`src/rtl/rpc2_ctrl_pkg.sv`:
```
// ---------------------------------------------------------------------------
// rpc2_ctrl_pkg
// Constants shared by the RPC2 controller AXI front end and the command-FIFO
// consumers. The command word is {AWADDR, AWLEN, AWSIZE, AWBURST}, MSB first.
// Consumers slice it with the *_LSB / *_W constants below so that producer and
// consumer always agree on the layout.
// ---------------------------------------------------------------------------
package rpc2_ctrl_pkg;

   localparam int unsigned CMD_BURST_W   = 2;
   localparam int unsigned CMD_SIZE_W    = 3;
   localparam int unsigned CMD_LEN_W     = 8;
   // Bits below the address field in a command word
   localparam int unsigned CMD_TAIL_W    = CMD_LEN_W + CMD_SIZE_W + CMD_BURST_W;

   localparam int unsigned CMD_BURST_LSB = 0;
   localparam int unsigned CMD_SIZE_LSB  = CMD_BURST_LSB + CMD_BURST_W;
   localparam int unsigned CMD_LEN_LSB   = CMD_SIZE_LSB + CMD_SIZE_W;
   localparam int unsigned CMD_ADDR_LSB  = CMD_LEN_LSB + CMD_LEN_W;

   // Target chosen by the address select bit
   typedef enum logic {
      TGT0 = 1'b0,
      TGT1 = 1'b1
   } tgt_sel_e;

endpackage

```
`src/rtl/rpc2_ctrl_outstanding_counter.sv`:
```
// ---------------------------------------------------------------------------
// rpc2_ctrl_outstanding_counter
// Counts writes issued to one target that the response side has not retired.
//   clk, reset : clock, asynchronous active-high reset
//   inc        : a write was pushed to the target this cycle
//   dec        : retire pulse from the write-response side
//   count      : current number of unretired writes
//   at_max     : count has reached C_MAX (caller must stop pushing)
// ---------------------------------------------------------------------------
module rpc2_ctrl_outstanding_counter #(
   parameter  int unsigned C_MAX = 8,
   localparam int unsigned CW    = $clog2(C_MAX + 1)
) (
   input  logic          clk,
   input  logic          reset,
   input  logic          inc,
   input  logic          dec,
   output logic [CW-1:0] count,
   output logic          at_max
);

   logic [CW-1:0] cnt_q, cnt_d;
   logic          dec_eff;

   always_comb begin
      // A retire with nothing outstanding is spurious and dropped
      dec_eff = dec & (cnt_q != '0);
      cnt_d   = cnt_q;
      if (inc & ~dec_eff)
         cnt_d = cnt_q + CW'(1);
      else if (dec_eff & ~inc)
         cnt_d = cnt_q - CW'(1);
   end

   always_ff @(posedge clk or posedge reset) begin
      if (reset)
         cnt_q <= '0;
      else
         cnt_q <= cnt_d;
   end

   assign count  = cnt_q;
   assign at_max = (cnt_q == CW'(C_MAX));

endmodule

```
`src/rtl/rpc2_ctrl_axi_wr_address_channel2.sv`:
```
// ---------------------------------------------------------------------------
// rpc2_ctrl_axi_wr_address_channel2
// AXI write-address channel front end. Each accepted AW beat is parked in a
// one-entry holding register, then pushed together into the selected target's
// response-ID FIFO and command FIFO once that target has room and fewer than
// C_MAX_OUTSTANDING unretired writes.
//   clk, reset            : clock, asynchronous active-high reset
//   AXI_AW*               : AXI write-address channel (slave side)
//   awidN_fifo_wr_en/din  : push of the write ID for target N
//   awidN_fifo_full       : target N ID FIFO full
//   awidN_fifo_rd_en      : retire pulse for target N (response side)
//   cmdN_wr_en/din        : push of {AWADDR, AWLEN, AWSIZE, AWBURST} to target N
//   cmdN_full             : target N command FIFO full
//   wr_pending            : registered, a write is held or still outstanding
// ---------------------------------------------------------------------------
module rpc2_ctrl_axi_wr_address_channel2
   import rpc2_ctrl_pkg::*;
#(
   parameter int C_AXI_ID_WIDTH    = 4,
   parameter int C_AXI_ADDR_WIDTH  = 32,
   parameter int C_SEL_BIT         = 31,
   parameter int C_MAX_OUTSTANDING = 8
) (
   input  logic                                   clk,
   input  logic                                   reset,
   input  logic [C_AXI_ID_WIDTH-1:0]              AXI_AWID,
   input  logic [C_AXI_ADDR_WIDTH-1:0]            AXI_AWADDR,
   input  logic [7:0]                             AXI_AWLEN,
   input  logic [2:0]                             AXI_AWSIZE,
   input  logic [1:0]                             AXI_AWBURST,
   input  logic                                   AXI_AWVALID,
   output logic                                   AXI_AWREADY,
   output logic                                   awid0_fifo_wr_en,
   output logic [C_AXI_ID_WIDTH-1:0]              awid0_fifo_din,
   input  logic                                   awid0_fifo_full,
   input  logic                                   awid0_fifo_rd_en,
   output logic                                   awid1_fifo_wr_en,
   output logic [C_AXI_ID_WIDTH-1:0]              awid1_fifo_din,
   input  logic                                   awid1_fifo_full,
   input  logic                                   awid1_fifo_rd_en,
   output logic                                   cmd0_wr_en,
   output logic [C_AXI_ADDR_WIDTH+CMD_TAIL_W-1:0] cmd0_din,
   input  logic                                   cmd0_full,
   output logic                                   cmd1_wr_en,
   output logic [C_AXI_ADDR_WIDTH+CMD_TAIL_W-1:0] cmd1_din,
   input  logic                                   cmd1_full,
   output logic                                   wr_pending
);

   localparam int unsigned CNT_W = $clog2(C_MAX_OUTSTANDING + 1);

   logic                          hold_valid_q, hold_valid_d;
   logic [C_AXI_ID_WIDTH-1:0]     hold_id_q,    hold_id_d;
   logic [C_AXI_ADDR_WIDTH-1:0]   hold_addr_q,  hold_addr_d;
   logic [CMD_LEN_W-1:0]          hold_len_q,   hold_len_d;
   logic [CMD_SIZE_W-1:0]         hold_size_q,  hold_size_d;
   logic [CMD_BURST_W-1:0]        hold_burst_q, hold_burst_d;
   tgt_sel_e                      hold_sel_q,   hold_sel_d;
   logic                          awready_q;
   logic                          wr_pending_q;

   logic                          accept;
   logic                          push0, push1;
   logic                          at_max0, at_max1;
   logic [CNT_W-1:0]              cnt0, cnt1;
   logic [C_AXI_ADDR_WIDTH+CMD_TAIL_W-1:0] cmd_w;

   assign accept = AXI_AWVALID & awready_q;

   // Only the held command's own target gates the push; the other target's
   // full flags are irrelevant.
   assign push0 = hold_valid_q & (hold_sel_q == TGT0) & ~awid0_fifo_full
                & ~cmd0_full & ~at_max0;
   assign push1 = hold_valid_q & (hold_sel_q == TGT1) & ~awid1_fifo_full
                & ~cmd1_full & ~at_max1;

   always_comb begin
      hold_valid_d = hold_valid_q;
      hold_id_d    = hold_id_q;
      hold_addr_d  = hold_addr_q;
      hold_len_d   = hold_len_q;
      hold_size_d  = hold_size_q;
      hold_burst_d = hold_burst_q;
      hold_sel_d   = hold_sel_q;
      // accept needs AWREADY (= empty holder), push needs a full holder,
      // so the two never coincide
      if (accept) begin
         hold_valid_d = 1'b1;
         hold_id_d    = AXI_AWID;
         hold_addr_d  = AXI_AWADDR;
         hold_len_d   = AXI_AWLEN;
         hold_size_d  = AXI_AWSIZE;
         hold_burst_d = AXI_AWBURST;
         hold_sel_d   = tgt_sel_e'(AXI_AWADDR[C_SEL_BIT]);
      end else if (push0 | push1) begin
         hold_valid_d = 1'b0;
      end
   end

   always_ff @(posedge clk or posedge reset) begin
      if (reset) begin
         hold_valid_q <= 1'b0;
         hold_id_q    <= '0;
         hold_addr_q  <= '0;
         hold_len_q   <= '0;
         hold_size_q  <= '0;
         hold_burst_q <= '0;
         hold_sel_q   <= TGT0;
         awready_q    <= 1'b1;
         wr_pending_q <= 1'b0;
      end else begin
         hold_valid_q <= hold_valid_d;
         hold_id_q    <= hold_id_d;
         hold_addr_q  <= hold_addr_d;
         hold_len_q   <= hold_len_d;
         hold_size_q  <= hold_size_d;
         hold_burst_q <= hold_burst_d;
         hold_sel_q   <= hold_sel_d;
         awready_q    <= ~hold_valid_d;
         wr_pending_q <= hold_valid_q | (cnt0 != '0) | (cnt1 != '0);
      end
   end

   always_comb begin
      cmd_w = '0;
      cmd_w[CMD_ADDR_LSB  +: C_AXI_ADDR_WIDTH] = hold_addr_q;
      cmd_w[CMD_LEN_LSB   +: CMD_LEN_W]        = hold_len_q;
      cmd_w[CMD_SIZE_LSB  +: CMD_SIZE_W]       = hold_size_q;
      cmd_w[CMD_BURST_LSB +: CMD_BURST_W]      = hold_burst_q;
   end

   rpc2_ctrl_outstanding_counter #(
      .C_MAX (C_MAX_OUTSTANDING)
   ) u_cnt0 (
      .clk    (clk),
      .reset  (reset),
      .inc    (push0),
      .dec    (awid0_fifo_rd_en),
      .count  (cnt0),
      .at_max (at_max0)
   );

   rpc2_ctrl_outstanding_counter #(
      .C_MAX (C_MAX_OUTSTANDING)
   ) u_cnt1 (
      .clk    (clk),
      .reset  (reset),
      .inc    (push1),
      .dec    (awid1_fifo_rd_en),
      .count  (cnt1),
      .at_max (at_max1)
   );

   assign AXI_AWREADY      = awready_q;
   assign awid0_fifo_wr_en = push0;
   assign cmd0_wr_en       = push0;
   assign awid1_fifo_wr_en = push1;
   assign cmd1_wr_en       = push1;
   assign awid0_fifo_din   = hold_id_q;
   assign awid1_fifo_din   = hold_id_q;
   assign cmd0_din         = cmd_w;
   assign cmd1_din         = cmd_w;
   assign wr_pending       = wr_pending_q;

endmodule

```
`config.mk`:
```
export PLATFORM = sky130hd
export DESIGN_NAME = rpc2_ctrl_axi_wr_address_channel2
export DESIGN_NICKNAME = d
export VERILOG_FILES = /design/src/rtl/rpc2_ctrl_pkg.sv /design/src/rtl/rpc2_ctrl_outstanding_counter.sv /design/src/rtl/rpc2_ctrl_axi_wr_address_channel2.sv
export SDC_FILE = /design/constraint.sdc
export NUM_CORES = 1
export LEC_CHECK = 0
export CELL_PAD_IN_SITES_DETAIL_PLACEMENT = 2
export CELL_PAD_IN_SITES_GLOBAL_PLACEMENT = 2
export CORE_UTILIZATION = 24
export DETAILED_ROUTE_END_ITERATION = 8
export PLACE_DENSITY = 0.79
export SYNTH_ARGS = -nofsm -noshare
export SYNTH_HDL_FRONTEND = slang
export SYNTH_HIERARCHICAL = 1
export SYNTH_SLANG_ARGS = --single-unit
```
`constraint.sdc`:
```
create_clock -name clk -period 2.9 [get_ports clk]
set_input_delay 0.435 -clock clk [delete_from_list [all_inputs] [get_ports clk]]
set_output_delay 0.435 -clock clk [all_outputs]
set_load 0.02 [all_outputs]
```
==> results.md, run 1 <==
* Status: finished clean
* Vias in the first global route at 2425
* First-pass GRT wire length at around 14000 µm
* Max-capacitance violation count at 0
* Clk_lat worst skew at 0.32 ns
* Top_reg_cell synth: dfrtp_1
* Slew headroom at 65.42%
* Busiest grt layer: met2
* GRT overflow at 0
* Setup-failing EPs final at 0
* Fin. Hold Viols at 0
* # diodes at 0
* Post-synth EDFFs at 0
* Synthesized area at 3000 µm²
* Synth Register Bits at 60
* H-tree depth at 3
* DR vias at 2229
* Yosys warns at 6
* Tcrit/Tclk final at 95.44%
* Starting Density at about a quarter
* Antenna violation net count after detailed routing at 0
* Post-route insts no fill at 525
* Met1 Usage GRT at around 17%
* GPL Wtd Cong at 0.7180
* Clk network pwr share at 17.4%
* Sw Pwr at 0.002451 W
* Sequential share of power at 26.8%
* RSZ-0062 raised after global routing: false
* Pwr/cell area at 1318 nW/µm²
* Die area at approximately 13000 µm²
* Leading post-synthesis cells by cell area: dfrtp_1 (49%), mux2_2 (19%), buf_4 (13%)
* Drc violations at 0
* CTS tree: done
* Layout cells sized above 1 at 22.97%
* Sequential area share after synthesis at approximately half
* Tightest Pin Transition at about 0.52 ns
* Worst vdd rail ir drop at 0.0002647 V
* Dpl cell area at ~4500 µm²
* Total track usage at 14.25%
* Post-DP HPWL at 6870 µm
* Startpoint Class: register
* Port bufs at 161
* Post-Place Cells at 509
* Syn nets at 298
* Finished Cell Area at 4781 µm²
* Fin nets at 418
* DR WL/cell at 16.79 µm
* I/O pin count at 162
* Min-Delay Path Class: input port to async pin
* Syn Area/Cell at 12.93 µm²
* WP data arrival at about 2.3 ns
* Combinational power share at 55.8%
* Internal power at just under 0.004 W
* Clk_skew at 0.007860 ns
* Synth top area share at between 40% and 50%
* Synth unique cells at 30
* Clk buf depth at 2
* Critical setup path kind: register to primary output
* Root buffer cell: clkbuf_16
* Die height at about 110 µm
* Drt via density at 4.246
* Top cell type by total area after synthesis: dfrtp_1
* Final core utilization at 39.47%
* Worst-path clk slew at 0.05 ns
* Synth async-reset ratio at 100.0%
* Final min period at about 2.8 ns
* Crit-path max FO at 6
* Die W at 113.8 µm
* GR Layer Usage met2 at 25.20%
* Core Region at 12110 µm²
* Area grow syn2layout at 59.34%
* CTS buffer count at 9
* Number of antenna violations at the first check in global routing at 0
* # fillers at 1273
* DR pass1 iterations at 4
* DRT iter0 DRCs at 50
* Clk sinks at 60
* Crit path required time at 2.47 ns
* Cell row count at 40
* GR Layer Usage met3 at 2.657%
* Total wire length at slightly below 9000 µm
* Max-slew violations at 0
* Largest net degree at the start of global routing at 52
* Post-CTS Hold Fix Bufs at 0
* FMAX at 0.3613 GHz
* Total Power at 0.006303 W
* Setup crit end kind: primary output
* Hold WS at between 0.4 and 0.5 ns
* Cells after Synth at 232
* Lkg Pwr at 1.926 nW
* Net Sw Frac at 38.88%
[repair_timing]
item                       4_1_cts  5_1_grt
gates resized for setup          0        1
setup endpoints to repair        0        2
buffers inserted                 0        0
[power groups by stage]
stage	Clock (W)	Combinational, W	Sequential, W
after floorplan	0	0.00186	0.00203
after global placement	0	0.00344	0.00166
after detailed placement	0	0.00355	0.00171
after CTS	0.00113	0.00356	0.00170
after global routing	0.00117	0.00372	0.00177
final	0.00110	0.00352	0.00169
[worst max-delay path, stage by stage (launching register included)]
cell	delay, ns
dfrtp_1	0.45
nor4b_1	0.18
or4b_1	0.51
nor2_2	0.15
buf_4	0.13
clkdlybuf4s50_1	0.59
[per-layer routing]
layer,part of all wire (%),routed length [µm]
met4,1.3,112
met1,40,3494
met3,5.8,510
met2,53,4698
met5,0,0
[state kept, by name, summed over array words and instances, names as in the netlist]
| name | flops |
|---|---|
| u_cnt0/count | 4 |
| awid0_fifo_din | 4 |
| hold_size_q | 3 |
| AXI_AWREADY | 1 |
| wr_pending | 1 |
| u_cnt1/count | 4 |
| hold_len_q | 8 |
| hold_valid_q | 1 |
| hold_burst_q | 2 |
| hold_addr_q | 32 |
[Yosys cell counts (2+ instances only)]
| master | instances |
|---|---|
| o21ai_0 | 3 |
| mux2i_1 | 2 |
| buf_2 | 5 |
| nand3_1 | 3 |
| nand3b_1 | 4 |
| inv_1 | 6 |
| a21o_1 | 2 |
| o41ai_1 | 2 |
| ha_1 | 6 |
| o221ai_2 | 2 |
| mux2_2 | 51 |
| dfrtp_1 | 59 |
| buf_6 | 2 |
| or3_2 | 2 |
| buf_4 | 52 |
| nand2_1 | 4 |
| fa_1 | 2 |
| a211o_1 | 2 |
| or4_1 | 2 |
| xnor2_1 | 4 |
| a21oi_1 | 2 |
| nor2_1 | 3 |
| nor4b_1 | 2 |
| or3_1 | 4 |
[worst paths after layout]
kind / from / endpoint / slack (ns) / depth (start not counted)
max reg2reg: u_cnt1/count[3]$_DFFE_PP0P_ / u_cnt1/count[3]$_DFFE_PP0P_ / 0.21 / 9
min: reset / u_cnt0/count[0]$_DFFE_PP0P_ / 0.42 / 2
min reg2reg: hold_addr_q[18]$_DFFE_PP0P_ / hold_addr_q[18]$_DFFE_PP0P_ / 0.54 / 1
min in group clk: hold_addr_q[18]$_DFFE_PP0P_ / hold_addr_q[18]$_DFFE_PP0P_ / 0.54 / 1
max in group asynchronous: reset / hold_addr_q[13]$_DFFE_PP0P_ / 1.79 / 3
max: u_cnt1/count[3]$_DFFE_PP0P_ / awid1_fifo_wr_en / 0.13 / 5
[cell families (layout without fill, tap and decap cells)]
| group | count (synthesis) | after routing | share of synthesized area, % |
|---|---|---|---|
| buffers and inverters | 65 | 190 | 15.35 |
| flip-flops | 60 | 60 | 50.08 |
| multiplexers | 53 | 53 | 19.81 |
| AND/OR/NAND/NOR | 28 | 28 | 6.004 |
| AO/OA/AOI/OAI | 14 | 14 | 3.753 |
| adder cells (fa/ha/maj) | 8 | 8 | 3.837 |
| XOR/XNOR | 4 | 4 | 1.168 |
[per-stage QoR]
step	setup WS, ns	TNS [ns]
5_1_grt	0.03722	0
3_3_place_gp	0.09923	0
6_report	0.1321	0
2_1_floorplan	0.07324	0
3_5_place_dp	-0.08783	-0.08783
4_1_cts	0.04905	0
[final cells by class]
class                   count  area, µm²  share of cell area [%]
inverters                   6      22.52                  0.4711
clock inverters             3      43.79                  0.9160
clock buffers              13      270.3                   5.653
multi-input cells         107       1042                   21.80
flip-flops and latches     60       1503                   31.43
repair buffers            168       1689                   35.33
well taps                 168      210.2                   4.397
[layout by cell type (no fill, tap or decap), drive strengths merged, types with 3 or more instances in the layout]
master,n
buf,7
clkbuf,13
clkdlybuf4s50,161
dfrtp,59
ha,6
inv,6
mux2,51
nand2,4
nand3,3
nand3b,4
nor2,3
nor4b,3
o21ai,3
or3,6
xnor2,4
Power figures use the tool's default switching activity.
==> run 2: changes to the inputs <==
--- a/config.mk
+++ b/config.mk
@@ -9,7 +9,7 @@
 export CELL_PAD_IN_SITES_GLOBAL_PLACEMENT = 2
 export CORE_UTILIZATION = 24
 export DETAILED_ROUTE_END_ITERATION = 8
-export PLACE_DENSITY = 0.79
+export PLACE_DENSITY_LB_ADDON = 0.1
 export SYNTH_ARGS = -nofsm -noshare
 export SYNTH_HDL_FRONTEND = slang
 export SYNTH_HIERARCHICAL = 1
==> constraint.sdc (replaced) <==
create_clock -name clk -period 3.05 [get_ports clk]
set_input_delay 0.4575 -clock clk [delete_from_list [all_inputs] [get_ports clk]]
set_output_delay 0.4575 -clock clk [all_outputs]
set_load 0.02 [all_outputs]
==> results.md, run 2 (synthesized netlist as in run 1, its figures left out) <==
* Multi-input logic area at 1040 µm²
* RSZ-0062 raised after global routing: false
* Area grow syn2layout at 57.55%
* Pwr/cell area at 1229 nW/µm²
* # fillers at approximately 1300
* Highest-count cells in the layout ignoring fill and taps: clkdlybuf4s50_1 (161), dfrtp_1 (59), mux2_2 (51)
* DR vias at between 2000 and 2500
* Post-Place Cells at a little over 500
* Setup bufs post-CTS at 0
* R2r worst-path depth at 9
* DRT iter0 DRCs at 52
* Total wire length at 8309 µm
* Max-capacitance violation count at 0
* Final min period at 2.691 ns
* Die W at 113.8 µm
* Fin. Hold Viols at 0
* Most common cell after layout, fill and taps aside: clkdlybuf4s50_1
* Number of antenna violations at the first check in global routing at 0
* Critical setup path kind: register to primary output
* Starting Density at 24.77%
* Vias in the first global route at 2325
* Post-CTS Hold Fix Bufs at 0
* Max reg flops at 32
* H-tree depth at 3
* FF-to-FF Start: u_cnt1/count[0]$_DFFE_PP0P_
* Clk sinks at 60
* DR WL/cell at roughly 16 µm
* Fin nets at 417
* Critical Path Sink: cmd1_wr_en
* Biggest register: hold_addr_q
* Min-Delay Path Class: input port to async pin
* Hold WS at 0.4105 ns
* Root buffer cell: clkbuf_16
* Max-slew violations at 0
* Slew headroom at 68.37%
* CTS buffer count at 9
* Antenna violation net count after detailed routing at 0
* Largest registers: hold_addr_q: 32 flops, hold_len_q: 8 flops
* Worst vdd rail ir drop at 0.0002821 V
* Largest net degree at the start of global routing at 45
* R2R Setup Slk at 0.41 ns
* Setup crit end kind: primary output
* FMAX at 0.3716 GHz
* First-pass GRT wire length at 13090 µm
* Port bufs at 161
* Crit-path max FO at 6
* Drt via density at between 4 and 5
* Drc violations at 0
* Clk_skew at 0.002910 ns
* Crit path required time at 2.59 ns
* Cell row count at 40
* I/O pin count at 162
* Tcrit/Tclk final at 88.23%
* Total track usage at a little over an eighth
* DR pass1 iterations at 3
* Status: finished clean
* Core Region at 12110 µm²
* Clk buf depth at 2
* Tightest Pin Transition at 0.4738 ns
* Reg area at 1503 µm²
* Post-DP HPWL at approximately 6500 µm
* Layout cells sized above 1 at 21.97%
* Total negative slack at 0 ns
* Worst-path clk slew at ~0.050 ns
* Lkg Pwr at about 1.9 nW
* Total Power at 0.005811 W
* Post-route insts no fill at between 500 and 600
* Worst R2R End: u_cnt1/count[3]$_DFFE_PP0P_
* Startpoint Class: register
* # diodes at 0
* Post_cts resized at 0
* Clk_lat worst skew at 0.32 ns
* CTS tree: done
* Setup crit start: u_cnt1/count[0]$_DFFE_PP0P_
* Setup-failing EPs final at 0
* Die height at between 100 and 150 µm
* GPL Wtd Cong at 0.7247
* GRT overflow at 0
* WP data arrival at 2.23 ns
* Die area at 12950 µm²
run 2: how the worst min path moves through the flow:
stage	start	end	slack (ns)
floorplan	reset	u_cnt0/count[0]$_DFFE_PP0P_	0.22
global placement	hold_addr_q[7]$_DFFE_PP0P_	hold_addr_q[7]$_DFFE_PP0P_	0.51
global route	reset	u_cnt1/count[0]$_DFFE_PP0P_	0.45
detailed placement	hold_addr_q[7]$_DFFE_PP0P_	hold_addr_q[7]$_DFFE_PP0P_	0.52
finish	reset	u_cnt1/count[2]$_DFFE_PP0P_	0.41
CTS	reset	u_cnt1/count[0]$_DFFE_PP0P_	0.41
run 2: metal layers:
metal	vias to the layer above	global-route usage, %	wire length [µm]
li1	993	-	-
met1	1102	16.15	3514
met2	95	23.05	4113
met3	12	3.348	523
met4	0	6.753	158
met5	-	0	0
run 2: where the power goes:
part | leakage (nW) | total [W] | internal, W | switching, W
clock | 0.135 | 0.000919 | 0.000586 | 0.000333
combinational | 1.06 | 0.00330 | 0.00174 | 0.00155
sequential | 0.702 | 0.00160 | 0.00121 | 0.000385
total | 1.90 | 0.00581 | 0.00354 | 0.00227
run 2: stage by stage:
stage	util (%)	area [µm²]	setup WS, ns
2_1_floorplan	-	3000	0.2232
3_3_place_gp	36.80	4457	0.1672
3_5_place_dp	36.80	4457	0.07522
4_1_cts	39.03	4727	0.3027
5_1_grt	39.03	4727	0.2081
6_report	39.03	4727	0.3590
run 2: cell type report:
cell class	instances	area share, %
timing repair buffer	167	35.57
sequential	60	31.79
inverter	6	0.4764
clock inverter	2	0.2118
clock buffer	13	5.506
multi-input combinational	107	22.00
tap	168	4.447
run 2: critical path, cell delays in order (launching register included):
cell             delay (ns)
dfrtp_1                0.48
nor4b_1                0.10
or4b_1                 0.50
nor2_1                 0.19
clkdlybuf4s50_1        0.64
